==> src/rtl/ghr_spec_ctrl_if.sv <==
// Handshake bundle between the fetch-side predictor, the branch-resolution unit
// and the GHR controller.
interface ghr_spec_ctrl_if #(
   parameter int HIST_W = 12,
   parameter int DEPTH  = 8
);
   localparam int TAG_W = $clog2(DEPTH);

   logic              pred_valid;
   logic              pred_taken;
   logic              pred_ready;
   logic [TAG_W-1:0]  pred_tag;
   logic              resolve_valid;
   logic              resolve_taken;
   logic              mispredict;
   logic [HIST_W-1:0] spec_history;
   logic [HIST_W-1:0] arch_history;
   logic [TAG_W:0]    inflight;
   logic              recovering;
   logic              err;

   // Predictor / resolution side.
   modport master (
      output pred_valid, pred_taken, resolve_valid, resolve_taken,
      input  pred_ready, pred_tag, mispredict, spec_history, arch_history,
             inflight, recovering, err
   );

   // Controller side.
   modport slave (
      input  pred_valid, pred_taken, resolve_valid, resolve_taken,
      output pred_ready, pred_tag, mispredict, spec_history, arch_history,
             inflight, recovering, err
   );
endinterface

==> src/rtl/ghr_spec_ctrl.sv <==
// Speculative/committed global history controller with an in-order checkpoint
// FIFO and a fixed-length stall after each history repair.
module ghr_spec_ctrl #(
   parameter int HIST_W         = 12,
   parameter int DEPTH          = 8,
   parameter int RECOVER_CYCLES = 2
) (
   input  logic          clk,
   input  logic          rst,
   ghr_spec_ctrl_if.slave bus
);
   localparam int TAG_W = $clog2(DEPTH);
   localparam int CNT_W = $clog2(RECOVER_CYCLES + 1);
   localparam logic [TAG_W:0]   FULL     = (TAG_W + 1)'(DEPTH);
   localparam logic [TAG_W:0]   CNT_ONE  = (TAG_W + 1)'(1);
   localparam logic [TAG_W-1:0] PTR_ONE  = TAG_W'(1);
   localparam logic [CNT_W-1:0] REC_LOAD = CNT_W'(RECOVER_CYCLES);
   localparam logic [CNT_W-1:0] REC_ONE  = CNT_W'(1);

   typedef enum logic {RUN, RECOVER} state_e;

   state_e            state_q;
   logic [CNT_W-1:0]  rec_cnt_q;
   logic [TAG_W-1:0]  wptr_q, rptr_q;
   logic [TAG_W:0]    count_q;
   logic [DEPTH-1:0]  fifo_q;
   logic [HIST_W-1:0] spec_q, arch_q;
   logic              mispredict_q, err_q;

   logic accept, res_ok, res_bad, mis;

   function automatic logic [HIST_W-1:0] shl(input logic [HIST_W-1:0] h, input logic b);
      return {h[HIST_W-2:0], b};
   endfunction

   assign bus.pred_ready   = (state_q == RUN) && (count_q != FULL);
   assign bus.pred_tag     = wptr_q;
   assign bus.mispredict   = mispredict_q;
   assign bus.spec_history = spec_q;
   assign bus.arch_history = arch_q;
   assign bus.inflight     = count_q;
   assign bus.recovering   = (state_q == RECOVER);
   assign bus.err          = err_q;

   always_comb begin
      accept  = bus.pred_valid && bus.pred_ready;
      res_ok  = bus.resolve_valid && (state_q == RUN) && (count_q != '0);
      res_bad = bus.resolve_valid && !res_ok;
      mis     = res_ok && (bus.resolve_taken != fifo_q[rptr_q]);
   end

   // NOTE: checkpoint storage carries no reset; an entry is only read after it was written.
   always_ff @(posedge clk) begin
      if (accept) fifo_q[wptr_q] <= bus.pred_taken;
   end

   // NOTE: all state uses non-blocking assignments so every register samples pre-edge values.
   always_ff @(posedge clk or posedge rst) begin
      if (rst) begin
         state_q      <= RUN;
         rec_cnt_q    <= '0;
         wptr_q       <= '0;
         rptr_q       <= '0;
         count_q      <= '0;
         spec_q       <= '0;
         arch_q       <= '0;
         mispredict_q <= 1'b0;
         err_q        <= 1'b0;
      end else begin
         mispredict_q <= 1'b0;
         if (res_bad) err_q <= 1'b1;
         case (state_q)
            RUN: begin
               if (mis) begin
                  // Repair wins over a coincident accept: that entry is flushed too.
                  state_q      <= RECOVER;
                  rec_cnt_q    <= REC_LOAD;
                  mispredict_q <= 1'b1;
                  arch_q       <= shl(arch_q, bus.resolve_taken);
                  spec_q       <= shl(arch_q, bus.resolve_taken);
                  rptr_q       <= rptr_q + PTR_ONE;
                  wptr_q       <= rptr_q + PTR_ONE;
                  count_q      <= '0;
               end else begin
                  if (accept) begin
                     spec_q <= shl(spec_q, bus.pred_taken);
                     wptr_q <= wptr_q + PTR_ONE;
                  end
                  if (res_ok) begin
                     arch_q <= shl(arch_q, bus.resolve_taken);
                     rptr_q <= rptr_q + PTR_ONE;
                  end
                  case ({accept, res_ok})
                     2'b10:   count_q <= count_q + CNT_ONE;
                     2'b01:   count_q <= count_q - CNT_ONE;
                     default: count_q <= count_q;
                  endcase
               end
            end
            RECOVER: begin
               rec_cnt_q <= rec_cnt_q - REC_ONE;
               if (rec_cnt_q == REC_ONE) state_q <= RUN;
            end
            default: state_q <= RUN;
         endcase
      end
   end
endmodule

==> src/flat_wrapper.sv <==
// flat-port wrapper written by rule: the top's interface ports become plain ports
module ghr_spec_ctrl_flat 
#(
   parameter int HIST_W         = 12,
   parameter int DEPTH          = 8,
   parameter int RECOVER_CYCLES = 2
)
  (clk, rst, bus_pred_valid, bus_pred_taken, bus_resolve_valid, bus_resolve_taken, bus_pred_ready, bus_pred_tag, bus_mispredict, bus_spec_history, bus_arch_history, bus_inflight, bus_recovering, bus_err);
  ghr_spec_ctrl_if #(.HIST_W(HIST_W), .DEPTH(DEPTH)) bus_i ();
  input  logic clk;
  input  logic rst;
  input wire logic [$bits(bus_i.pred_valid)-1:0] bus_pred_valid;
  input wire logic [$bits(bus_i.pred_taken)-1:0] bus_pred_taken;
  input wire logic [$bits(bus_i.resolve_valid)-1:0] bus_resolve_valid;
  input wire logic [$bits(bus_i.resolve_taken)-1:0] bus_resolve_taken;
  output wire logic [$bits(bus_i.pred_ready)-1:0] bus_pred_ready;
  output wire logic [$bits(bus_i.pred_tag)-1:0] bus_pred_tag;
  output wire logic [$bits(bus_i.mispredict)-1:0] bus_mispredict;
  output wire logic [$bits(bus_i.spec_history)-1:0] bus_spec_history;
  output wire logic [$bits(bus_i.arch_history)-1:0] bus_arch_history;
  output wire logic [$bits(bus_i.inflight)-1:0] bus_inflight;
  output wire logic [$bits(bus_i.recovering)-1:0] bus_recovering;
  output wire logic [$bits(bus_i.err)-1:0] bus_err;
  assign bus_i.pred_valid = bus_pred_valid;
  assign bus_i.pred_taken = bus_pred_taken;
  assign bus_i.resolve_valid = bus_resolve_valid;
  assign bus_i.resolve_taken = bus_resolve_taken;
  assign bus_pred_ready = bus_i.pred_ready;
  assign bus_pred_tag = bus_i.pred_tag;
  assign bus_mispredict = bus_i.mispredict;
  assign bus_spec_history = bus_i.spec_history;
  assign bus_arch_history = bus_i.arch_history;
  assign bus_inflight = bus_i.inflight;
  assign bus_recovering = bus_i.recovering;
  assign bus_err = bus_i.err;
  ghr_spec_ctrl #(.HIST_W(HIST_W), .DEPTH(DEPTH), .RECOVER_CYCLES(RECOVER_CYCLES)) u_core (.clk(clk), .rst(rst), .bus(bus_i));
endmodule
==> config.mk <==
export PLATFORM = sky130hd
export DESIGN_NAME = ghr_spec_ctrl_flat
export DESIGN_NICKNAME = d
export VERILOG_FILES = /design/src/rtl/ghr_spec_ctrl_if.sv /design/src/rtl/ghr_spec_ctrl.sv /design/src/flat_wrapper.sv
export SDC_FILE = /design/constraint.sdc
export NUM_CORES = 1
export LEC_CHECK = 0
export BUFFER_PORTS_ARGS = -buffer_cell sky130_fd_sc_hd__buf_4
export CAP_MARGIN = 20
export CORE_MARGIN = 1.5
export CORE_UTILIZATION = 55
export DETAILED_ROUTE_END_ITERATION = 6
export PLACE_DENSITY = 0.81
export SYNTH_ARGS = -nofsm -noshare
export SYNTH_HDL_FRONTEND = slang
export SYNTH_SLANG_ARGS = --single-unit
==> constraint.sdc <==
create_clock -name clk -period 4 [get_ports clk]
set_input_delay 0.4 -clock clk [delete_from_list [all_inputs] [get_ports clk]]
set_output_delay 0.4 -clock clk [all_outputs]
set_load 0.05 [all_outputs]
**Yosys cells after proc, flatten, opt, wreduce, memory -nomap -nowiden**

Index checks and enable logic that the tools add are counted.
Widths: inputs -> output; s select.

- Add/subtract/negate cells: 5
- $lt $le $gt $ge: 3
- Equal/unequal tests: 6
- Multiplexer cells: 21
- Bitwise gates (word level): 1
- Reduce and logical (&&, ||, !) cells: 15

Operators with widths:

| cell | count |
|---|---|
| $mux 12 | 4 |
| $mux 3 | 4 |
| $bwmux 8 | 1 |
| $lt 3x4->1 const B | 2 |
| $pmux 4 s2 | 1 |
| $logic_and 1x1->1 | 7 |
| $add 3x1->3 const B | 2 |
| $reduce_and 2->1 | 3 |
| $mux 1 | 5 |
| $add 4x1->4 const B | 1 |
| $eq 2x1->1 const B | 2 |
| $mux 4 | 1 |
| $ne 4x4->1 const B | 1 |
| $pmux 2 s2 | 1 |
| $reduce_bool 2->1 | 2 |
| $reduce_bool 4->1 | 1 |
| $sub 4x1->4 const B | 1 |
| $bmux 1 s3 | 1 |
| $demux 1 s3 | 1 |
| $ge 3x1->1 const B | 1 |
| $reduce_bool 3->1 | 1 |
| $eq 2x2->1 const B | 1 |
| $mux 2 | 1 |
| $ne 2x1->1 const B | 1 |
| other kinds (5) | 5 |

- Register bits: 47
- Bits of input ports: 6

**Logic depth before layout (Yosys ltp)**

Gate-level depths: netlist (run 1).

- Word-level depth: 6
- Mapped depth: 12

**Worst setup path before layout (run 1)**

OpenSTA, ideal clock, no wires.

- Kind: register to register
- Start: register u_core.count_q[1], in the netlist u_core.bus.inflight[1]
- End: register u_core.count_q[3], in the netlist u_core.bus.inflight[3]
- Setup time: 0.077 ns
- Arrival time: 3.118 ns
- Data required time: 3.923 ns
- Path slack: 0.805 ns
- Stages on the path, launching flop included: 11
- Buffers on the path: 1
- Clock period less this slack: 3.195 ns
- Cell sequence: dfrtp_1 nor4_1 or2_2 clkbuf_1 inv_1 ha_1 ha_1 o211a_1 a211oi_1 or4b_2 a21oi_1

- Cells in the longest elaborated chain, start to end: 6
- Elaborated cells on any way between the ends: 14

RTL lines:

| element | line | source |
|---|---|---|
| from (decl) | ghr_spec_ctrl.sv:25 | `logic [TAG_W:0] count_q;` |
| from (signal assigned) | ghr_spec_ctrl.sv:94 | `2'b10: count_q <= count_q + CNT_ONE;` |
| from (signal assigned) | ghr_spec_ctrl.sv:95 | `2'b01: count_q <= count_q - CNT_ONE;` |
| from (signal assigned) | ghr_spec_ctrl.sv:96 | `default: count_q <= count_q;` |
| $ne 4x4->1 | ghr_spec_ctrl.sv:36 | `assign bus.pred_ready = (state_q == RUN) && (count_q != FULL);` |
| $logic_and 1x1->1 | ghr_spec_ctrl.sv:36 |  |
| $logic_and 1x1->1 | ghr_spec_ctrl.sv:46 | `accept = bus.pred_valid && bus.pred_ready;` |
| $eq 2x1->1 or $eq 2x2->1 (tied branches) | ghr_spec_ctrl.sv:93 | `case ({accept, res_ok})` |
| $pmux 4 s2 or $reduce_bool 3->1 (tied branches) | n/a |  |
| $mux 4 or $reduce_and 2->1 (tied branches) | n/a |  |

Several ways; a longest one is shown, not always the timed one.
A chain may end at the register's enable or synchronous reset.

**Worst setup path after layout (run 1)**

- Start: register u_core.state_q, in the netlist u_core.bus.recovering
- End: register u_core.count_q[3], in the netlist u_core.bus.inflight[3]

- Cells in the longest elaborated chain, start to end: 6
- Elaborated cells on any way between the ends: 12

RTL lines:

| element | line | source |
|---|---|---|
| from (decl) | ghr_spec_ctrl.sv:22 | `state_e state_q;` |
| from (signal assigned) | ghr_spec_ctrl.sv:60 | `state_q <= RUN;` |
| from (signal assigned) | ghr_spec_ctrl.sv:76 | `state_q <= RECOVER;` |
| from (signal assigned) | ghr_spec_ctrl.sv:102 | `if (rec_cnt_q == REC_ONE) state_q <= RUN;` |
| $not 1->1 (no line) (*) | n/a |  |
| $logic_and 1x1->1, on equally long branches | ghr_spec_ctrl.sv:47, ghr_spec_ctrl.sv:36 |  |
| $logic_and 1x1->1, on equally long branches | ghr_spec_ctrl.sv:47, ghr_spec_ctrl.sv:46 |  |
| $eq 2x1->1 (tied with other cells) | ghr_spec_ctrl.sv:93 |  |
| $pmux 4 s2 or $reduce_bool 3->1 (tied branches) | n/a |  |
| $mux 4 or $reduce_and 2->1 (tied branches) | n/a |  |

Every way passes the cells marked *; elsewhere a longest branch is shown, timed or not.

==> results.toml, run 1 <==
[critical_path]
rr_worst_depth = 9
crit_type = "reg -> reg"
worstPathMaxFanout = 13
cp.required_ns = 4.22
cp-start-kind = "register"
cp-startpoint = "u_core.bus.recovering$_DFF_PP0_"
reg2reg_from = "u_core.bus.recovering$_DFF_PP0_"
worst_r2r_endpoint = "u_core.bus.inflight[3]$_DFFE_PP0P_"
end_kind = "register"
regToRegSetupSlack_ns = 0.30
crit_arrival_ns = 3.92

[timing]
worstMarginPinSlew_ns = 0.764
fmax_mhz = 270
fin_tns_setup_ns = 0
slew_headroom_pct = 48.0
hold_viol_final = 0
hold-worst-slack_ns = 0.0772
finalSetupViolCount = 0
drv_slew = 0
clock_skew_ns = 0.0123
fin_crit_sh_pct = 92.4
min_period_ns = 3.70
rsz0062_at_grt = "false"

[clock_tree]
cts_buffers = 5
cts-root-buf = "clkbuf_8"
clk_path_buf_depth = 2
post_cts_buffers = 0
clock_latency_ns = 0.30
post_cts_resized = 0
clkSlewWorstSetupHoldPaths_ns = 0.08
cts_tree = "built"
cts_sinks = 47
htree_levels = 2
ctsHoldBuffers = 0

[route]
drt_iter0_drc = 83
vias = 1450
wl_um = 4510
wl_per_cell_um = 17.0
drc = 0
viasPerCell = 5.47
drtAntennaViolNets = 0
drtPass1Iterations = 4

[synthesis]
synth_warnings = 0
synth_top_cell_by_area = "dfrtp_1"
synth-seq-cells = 47
synth_flop_cell = "dfrtp_1"
syn_nets = 185
synth_edf_count = 8
synth_area_mm2 = 0.00229
yosysSeqAreaShare_pct = 53.1
synth_area_leaders = "dfrtp_1, mux2_2, edfxtp_1"
synthDistinctLibCells = 44
async_reset_ff_share_pct = 83.0
avgSynthCellArea_um2 = 13.3
netlist.area_leader.share_pct = 42.6
syn-instance-count = 172

[final_layout]
layout_commonest_cell = "buf_4"
seq_area_mm2 = 0.00122
area_delta_synth_final_pct = 19.0
layout.nets = 227
layoutNonFillerInstCount = 265
final_cell_mix = "buf_4, dfrtp_1, mux2_2"
multi_input_area_um2 = 996
num-fill-cells = 300
drive_gt1_share_pct = 42.8
num_antenna_cells = 0

[global_route]
antenna_found_initial = 0
grt_use_total_pct = 21.8
grt_start_max_net_pins = 31
grt-ovfl-total = 0
grt_pass1_wl_um = 7110
grt_pass1_vias = 1437

[floorplanning]
die_x_um = 67.6
top_level_ports = 41
dieArea_mm2 = 0.00456
core_mm2 = 0.00400
initial_core_util_pct = 57.3
fp.dieH_um = 67.6
num_rows = 23

[outcome]
outcome = "completed"

[placed_design]
placed_cells = 257
io_buffers = 40
dp_hpwl_um = 3210
place_congestion = 0.762

[hold_path]
hold_class = "in -> async"

[run]
maxCapViolations = 0
[kinds of logic (layout without fill, tap and decap cells)]
| family | after synthesis | count (layout) | share of synthesized area [%] |
|---|---|---|---|
| AO/OA/AOI/OAI | 18 | 18 | 5.40 |
| XOR/XNOR | 8 | 8 | 3.06 |
| adder cells (fa/ha/maj) | 7 | 7 | 3.82 |
| buffers and inverters | 14 | 57 | 3.49 |
| flip-flops | 47 | 47 | 53.1 |
| multiplexers | 43 | 43 | 22.8 |
| AND/OR/NAND/NOR | 35 | 35 | 8.35 |
[state kept, by name, summed over array words and instances (netlist names)]
signal                   count
u_core.bus.arch_history     12
u_core.bus.mispredict        1
u_core.bus.pred_tag          3
u_core.bus.recovering        1
u_core.rec_cnt_q             2
u_core.fifo_q                8
u_core.bus.err               1
u_core.rptr_q                3
u_core.bus.inflight          4
u_core.bus.spec_history     12
[worst max path at each step]
stage / endpoint / slack, ns
finish: u_core.bus.inflight[3]$_DFFE_PP0P_ / 0.30
global route: u_core.bus.inflight[3]$_DFFE_PP0P_ / 0.05
CTS: u_core.bus.inflight[3]$_DFFE_PP0P_ / 0.33
detailed placement: u_core.bus.inflight[3]$_DFFE_PP0P_ / 0.36
global placement: u_core.bus.inflight[3]$_DFFE_PP0P_ / 0.65
floorplan: u_core.bus.inflight[3]$_DFFE_PP0P_ / 0.80
[final cells by class]
cell class / count / share of cell area, %
clock inverter: 2 / 1.33
inverter: 7 / 1.06
clock buffer: 6 / 2.66
tap: 50 / 2.29
sequential: 47 / 44.6
multi-input combinational: 111 / 36.5
timing repair buffer: 42 / 11.6
[layer usage]
metal	global-route usage (%)	up-vias	wire length, um
li1	-	698	-
met3	6.00	2	202
met4	9.18	0	35
met1	28.2	720	2010
met5	0	-	0
met2	34.4	30	2260
[cell usage after synthesis, types with 3 or more instances]
cell type  instances
nand2_1           10
dfrtp_1           39
mux2_4             5
xnor2_1            6
mux2_2            32
inv_1              5
o21ai_0            3
nor2_1             4
edfxtp_1           8
nor3_1             4
a21oi_1            4
ha_1               7
[critical path: stages (launching register included)]
cell and delay (ns):
dfrtp_1 0.49, nor2b_1 0.32, and2_1 0.57, clkinv_1 0.42, ha_1 0.37, ha_1 0.39
o211a_1 0.19, a211oi_1 0.07, or4b_2 0.65, a21oi_1 0.17
[per-stage QoR]
step / util (%) / cell area [um2] / setup slack [ns]
floorplan: - / 2290 / 0.805
global placement: 65.5 / 2620 / 0.652
detailed placement: 65.5 / 2620 / 0.360
CTS: 68.2 / 2730 / 0.330
global route: 68.2 / 2730 / 0.0549
finish: 68.2 / 2730 / 0.302
Power of run 1 is not shown: default switching activity piles up to over one toggle a cycle in this logic, so the estimate is an artifact.
==> inputs of run 2 (changes only) <==
--- a/config.mk
+++ b/config.mk
@@ -10,7 +10,7 @@
 export CORE_MARGIN = 1.5
 export CORE_UTILIZATION = 55
 export DETAILED_ROUTE_END_ITERATION = 6
-export PLACE_DENSITY = 0.81
+export PLACE_DENSITY = 0.87
 export SYNTH_ARGS = -nofsm -noshare
 export SYNTH_HDL_FRONTEND = slang
 export SYNTH_SLANG_ARGS = --single-unit
==> run 2 against run 1 <==
- global-route usage decreased by 0.27 points
- clock-buffer cell count unchanged
- design area decreased by 1.1%
- worst setup slack improved by 0.17 ns
- highest routed layer unchanged
- critical endpoint unchanged
==> results.toml, run 2 (synthesized netlist as in run 1, its figures left out) <==
[timing]
clock_skew_ns = 0.00746
slew_headroom_pct = 46.4
fin_crit_sh_pct = 88.3
fmax_mhz = 283
hold_viol_final = 0
finalWorstSetupSlack_ns = 0.470
finalSetupViolCount = 0
rsz0062_at_grt = "false"
fin_tns_setup_ns = 0
worstMarginPinSlew_ns = 0.788
drv_slew = 0
min_period_ns = 3.53
hold-worst-slack_ns = 0.242

[clock_tree]
cts_buffers = 5
cts_sinks = 47
clock_latency_ns = 0.29
ctsHoldBuffers = 0
cts_tree = "built"
clkSlewWorstSetupHoldPaths_ns = 0.08
post_cts_buffers = 0
cts-root-buf = "clkbuf_8"
htree_levels = 2
post_cts_resized = 0
clk_path_buf_depth = 2

[global_route]
antenna_found_initial = 0
grt-ovfl-total = 0
grt_start_max_net_pins = 22
grt_pass1_wl_um = 7000
grt_pass1_vias = 1473
grt_use_total_pct = 21.5

[critical_path]
end_kind = "register"
cp_cell_sequence = "nor2b_1, and2_1, clkinv_1, ha_1, ha_1, o211a_1, a211oi_1, or4b_2, a21oi_1"
crit_top_cell = "ha_1"
rr_worst_depth = 9
critPathBufInv = 1
crit_type = "reg -> reg"
slowest_delay_ns = 0.64
critical-path-top-delay-family = "simple AND/OR/NAND/NOR gates"
worstPathMaxFanout = 13
regToRegSetupSlack_ns = 0.47
cp-start-kind = "register"
cp.required_ns = 4.22
slowest_stage = "or4b_2"
worst_r2r_endpoint = "u_core.bus.inflight[3]$_DFFE_PP0P_"
crit_arrival_ns = 3.75
reg2reg_from = "u_core.bus.recovering$_DFF_PP0_"

[placed_design]
pre_cts_slack_ns = 0.468
place_congestion = 0.887
io_buffers = 40
dp_hpwl_um = 3140

[floorplanning]
fp.dieH_um = 67.6
initial_core_util_pct = 57.3
die_x_um = 67.6
top_level_ports = 41
core_mm2 = 0.00400
dieArea_mm2 = 0.00456
num_rows = 23

[route]
wl_um = 4320
wl_per_cell_um = 16.4
vias = 1479
drtPass1Iterations = 4
drc = 0
viasPerCell = 5.60
wl_met1_um = 1870
met2_wirelength_um = 2130
drtAntennaViolNets = 0
route.met3.wl_um = 227
drt_iter0_drc = 81
dr.max_layer_used = "met4"

[run]
maxCapViolations = 0

[hold_path]
hold_class = "in -> async"

[outcome]
outcome = "completed"

[final_layout]
area_delta_synth_final_pct = 17.7
layout.nets = 227
drive_gt1_share_pct = 42.5
fin_util_pct = 67.4
num_antenna_cells = 0
layout_commonest_cell = "buf_4"
final_cell_mix = "buf_4, dfrtp_1, mux2_2"
-- run 2: cell types whose count changed in the layout (fill, tap and decap cells not counted) --
| cell | before | now |
|---|---|---|
| bufinv_16 | 1 | 0 |
-- run 2: cell type report --
class / count / area [um2]
fill: 295 / 1300
sequential: 47 / 1220
inverter: 7 / 28.8
clock buffer: 6 / 72.6
multi-input combinational: 111 / 996
timing repair buffer: 42 / 315
clock inverter: 1 / 6.26
tap: 50 / 62.6
-- run 2: worst register-to-register path: cells and delay by family (launching register included) --
kind / cells / cell delay, ns
and+or+nand+nor: 3 / 1.43
adders and majority gates: 2 / 0.74
DFF: 1 / 0.48
AOI/OAI and AO/OA: 3 / 0.42
buffers and inverters: 1 / 0.39
-- run 2: worst max-delay path by stage --
stage,startpoint,to,slack [ns],depth (start not counted)
global route,u_core.bus.recovering$_DFF_PP0_,u_core.bus.inflight[3]$_DFFE_PP0P_,0.14,9
finish,u_core.bus.recovering$_DFF_PP0_,u_core.bus.inflight[3]$_DFFE_PP0P_,0.47,9
CTS,u_core.bus.recovering$_DFF_PP0_,u_core.bus.inflight[3]$_DFFE_PP0P_,0.46,9
detailed placement,bus_pred_valid,u_core.bus.inflight[3]$_DFFE_PP0P_,0.47,10
floorplan,u_core.bus.inflight[1]$_DFFE_PP0P_,u_core.bus.inflight[3]$_DFFE_PP0P_,0.80,10
global placement,bus_pred_valid,u_core.bus.inflight[3]$_DFFE_PP0P_,0.65,10
-- run 2: routing by layer --
layer,global-route usage (%),vias up
met5,0,-
met3,7.17,8
met1,27.5,734
met2,33.5,34
li1,-,703
met4,9.44,0
-- run 2: per-stage QoR --
stage          instance area, um2  instances
6_report                     2700        264
5_1_grt                      2700        264
4_1_cts                      2700        264
3_5_place_dp                 2620        257
3_3_place_gp                 2620        257
2_1_floorplan                2290        172
Power of run 2 is left out for the same reason.
==> inputs of run 3 (changes only) <==
--- a/config.mk
+++ b/config.mk
@@ -8,9 +8,9 @@
 export BUFFER_PORTS_ARGS = -buffer_cell sky130_fd_sc_hd__buf_4
 export CAP_MARGIN = 20
 export CORE_MARGIN = 1.5
-export CORE_UTILIZATION = 55
+export CORE_UTILIZATION = 40
 export DETAILED_ROUTE_END_ITERATION = 6
-export PLACE_DENSITY = 0.87
+export PLACE_DENSITY = 0.68
 export SYNTH_ARGS = -nofsm -noshare
 export SYNTH_HDL_FRONTEND = slang
 export SYNTH_SLANG_ARGS = --single-unit
==> run 3 against run 2 <==
- die area up 36%
- critical path depth unchanged
- register-to-register slack about the same
- clock skew down 0.0041 ns
- flip-flop and latch count unchanged
- non-clock buffer count up 1
- maximum frequency up 0.40%
- critical endpoint unchanged
==> results.toml, run 3 (synthesized netlist as in run 1, its figures left out) <==
[critical_path]
reg2reg_from = "u_core.bus.recovering$_DFF_PP0_"
cp-startpoint = "u_core.bus.recovering$_DFF_PP0_"
cp-start-kind = "register"
crit_type = "reg -> reg"
crit_top_cell = "ha_1"
worstPathMaxFanout = 13
cp.required_ns = 4.21
crit_arrival_ns = 3.73
end_kind = "register"
slowest_stage = "or4b_2"
slowest_delay_ns = 0.63
cp_cell_sequence = "nor2b_1, and2_1, clkinv_1, ha_1, ha_1, o211a_1, a211oi_1, or4b_2, a21oi_1"

[timing]
drv_slew = 0
hold_viol_final = 0
clock_skew_ns = 0.00334
slew_headroom_pct = 45.7
worstMarginPinSlew_ns = 0.797
finalSetupViolCount = 0
fin_crit_sh_pct = 87.9
fmax_mhz = 284
rsz0062_at_grt = "false"
min_period_ns = 3.52
fin_tns_setup_ns = 0

[placed_design]
place_congestion = 0.852
io_buffers = 40
dp_hpwl_um = 3180

[global_route]
antenna_found_initial = 0
grt_pass1_wl_um = 7210
grt.met2_usage_pct = 24.3
grt_use_total_pct = 14.9
grt_pass1_vias = 1525
grt-ovfl-total = 0
top_usage_layer = "met2"
use_met1_pct = 19.1
grt_start_max_net_pins = 24
met3_usage_pct = 4.83

[floorplanning]
die_x_um = 78.7
core_mm2 = 0.00551
top_level_ports = 41
dieArea_mm2 = 0.00619
num_rows = 27
initial_core_util_pct = 41.6
fp.dieH_um = 78.7

[final_layout]
final_cell_mix = "buf_4, dfrtp_1, mux2_2"
num_antenna_cells = 0
layout.nets = 228
num-fill-cells = 492
drive_gt1_share_pct = 43.1
area_delta_synth_final_pct = 21.0
layout_commonest_cell = "buf_4"

[clock_tree]
cts_tree = "built"
htree_levels = 2
clock_latency_ns = 0.28
cts_sinks = 47
cts_buffers = 5
post_cts_resized = 0
clk_path_buf_depth = 2
clkSlewWorstSetupHoldPaths_ns = 0.08
ctsHoldBuffers = 0
cts-root-buf = "clkbuf_8"
post_cts_buffers = 0

[route]
drtPass1Iterations = 5
drtAntennaViolNets = 0
viasPerCell = 5.14
drt_iter0_drc = 65
drc = 0
vias = 1481
wl_per_cell_um = 15.0
wl_um = 4320

[run]
maxCapViolations = 0

[hold_path]
hold_class = "in -> async"

[outcome]
outcome = "completed"
-- run 3: path summary, 6_finish.rpt --
path                                                               end  slack (ns)  cells past startpoint
worst min register to register              u_core.bus.err$_DFFE_PP0P_        0.46                      1
worst min-delay path                u_core.bus.inflight[1]$_DFFE_PP0P_        0.09                      2
max in group asynchronous       u_core.bus.arch_history[1]$_DFFE_PP0P_        3.26                      4
worst max-delay path                u_core.bus.inflight[3]$_DFFE_PP0P_        0.48                      9
min in group clk                            u_core.bus.err$_DFFE_PP0P_        0.33                      2
worst max register to register      u_core.bus.inflight[3]$_DFFE_PP0P_        0.48                      9
-- run 3: layout make-up --
class                   count  area (um2)  share of cell area (%)
well taps                  72        90.1                    3.25
clock buffers               8         100                    3.61
inverters                   7        28.8                    1.04
flip-flops and latches     47        1220                    43.8
repair buffers             43         343                    12.4
multi-input cells         111         996                    35.9
-- run 3: metrics by stage --
| step | utilization (%) | hold WS, ns | worst slack, ns | cells | instance area (um2) |
|---|---|---|---|---|---|
| 2_1_floorplan | - | 0.492 | 0.805 | 172 | 2290 |
| 3_3_place_gp | 48.1 | 0.446 | 0.629 | 279 | 2650 |
| 3_5_place_dp | 48.6 | 0.408 | 0.495 | 280 | 2670 |
| 4_1_cts | 50.4 | 0.0948 | 0.486 | 288 | 2770 |
| 5_1_grt | 50.4 | 0.105 | 0.225 | 288 | 2770 |
| 6_report | 50.4 | 0.0918 | 0.484 | 288 | 2770 |
-- run 3: routing by layer --
layer | part of all wire (%) | wire, um
met5 | 0 | 0
met4 | 0.35 | 15
met3 | 6.0 | 261
met2 | 48 | 2070
met1 | 46 | 1980
-- run 3: worst max-delay path, delay by kind of cell, from the launching register on --
kind	cells	cell delay [ns]
buffers and inverters	1	0.40
AND/OR/NAND/NOR	3	1.45
flip-flops	1	0.48
adder cells (fa/ha/maj)	2	0.73
AO/OA/AOI/OAI	3	0.40
Power of run 3 is left out for the same reason.
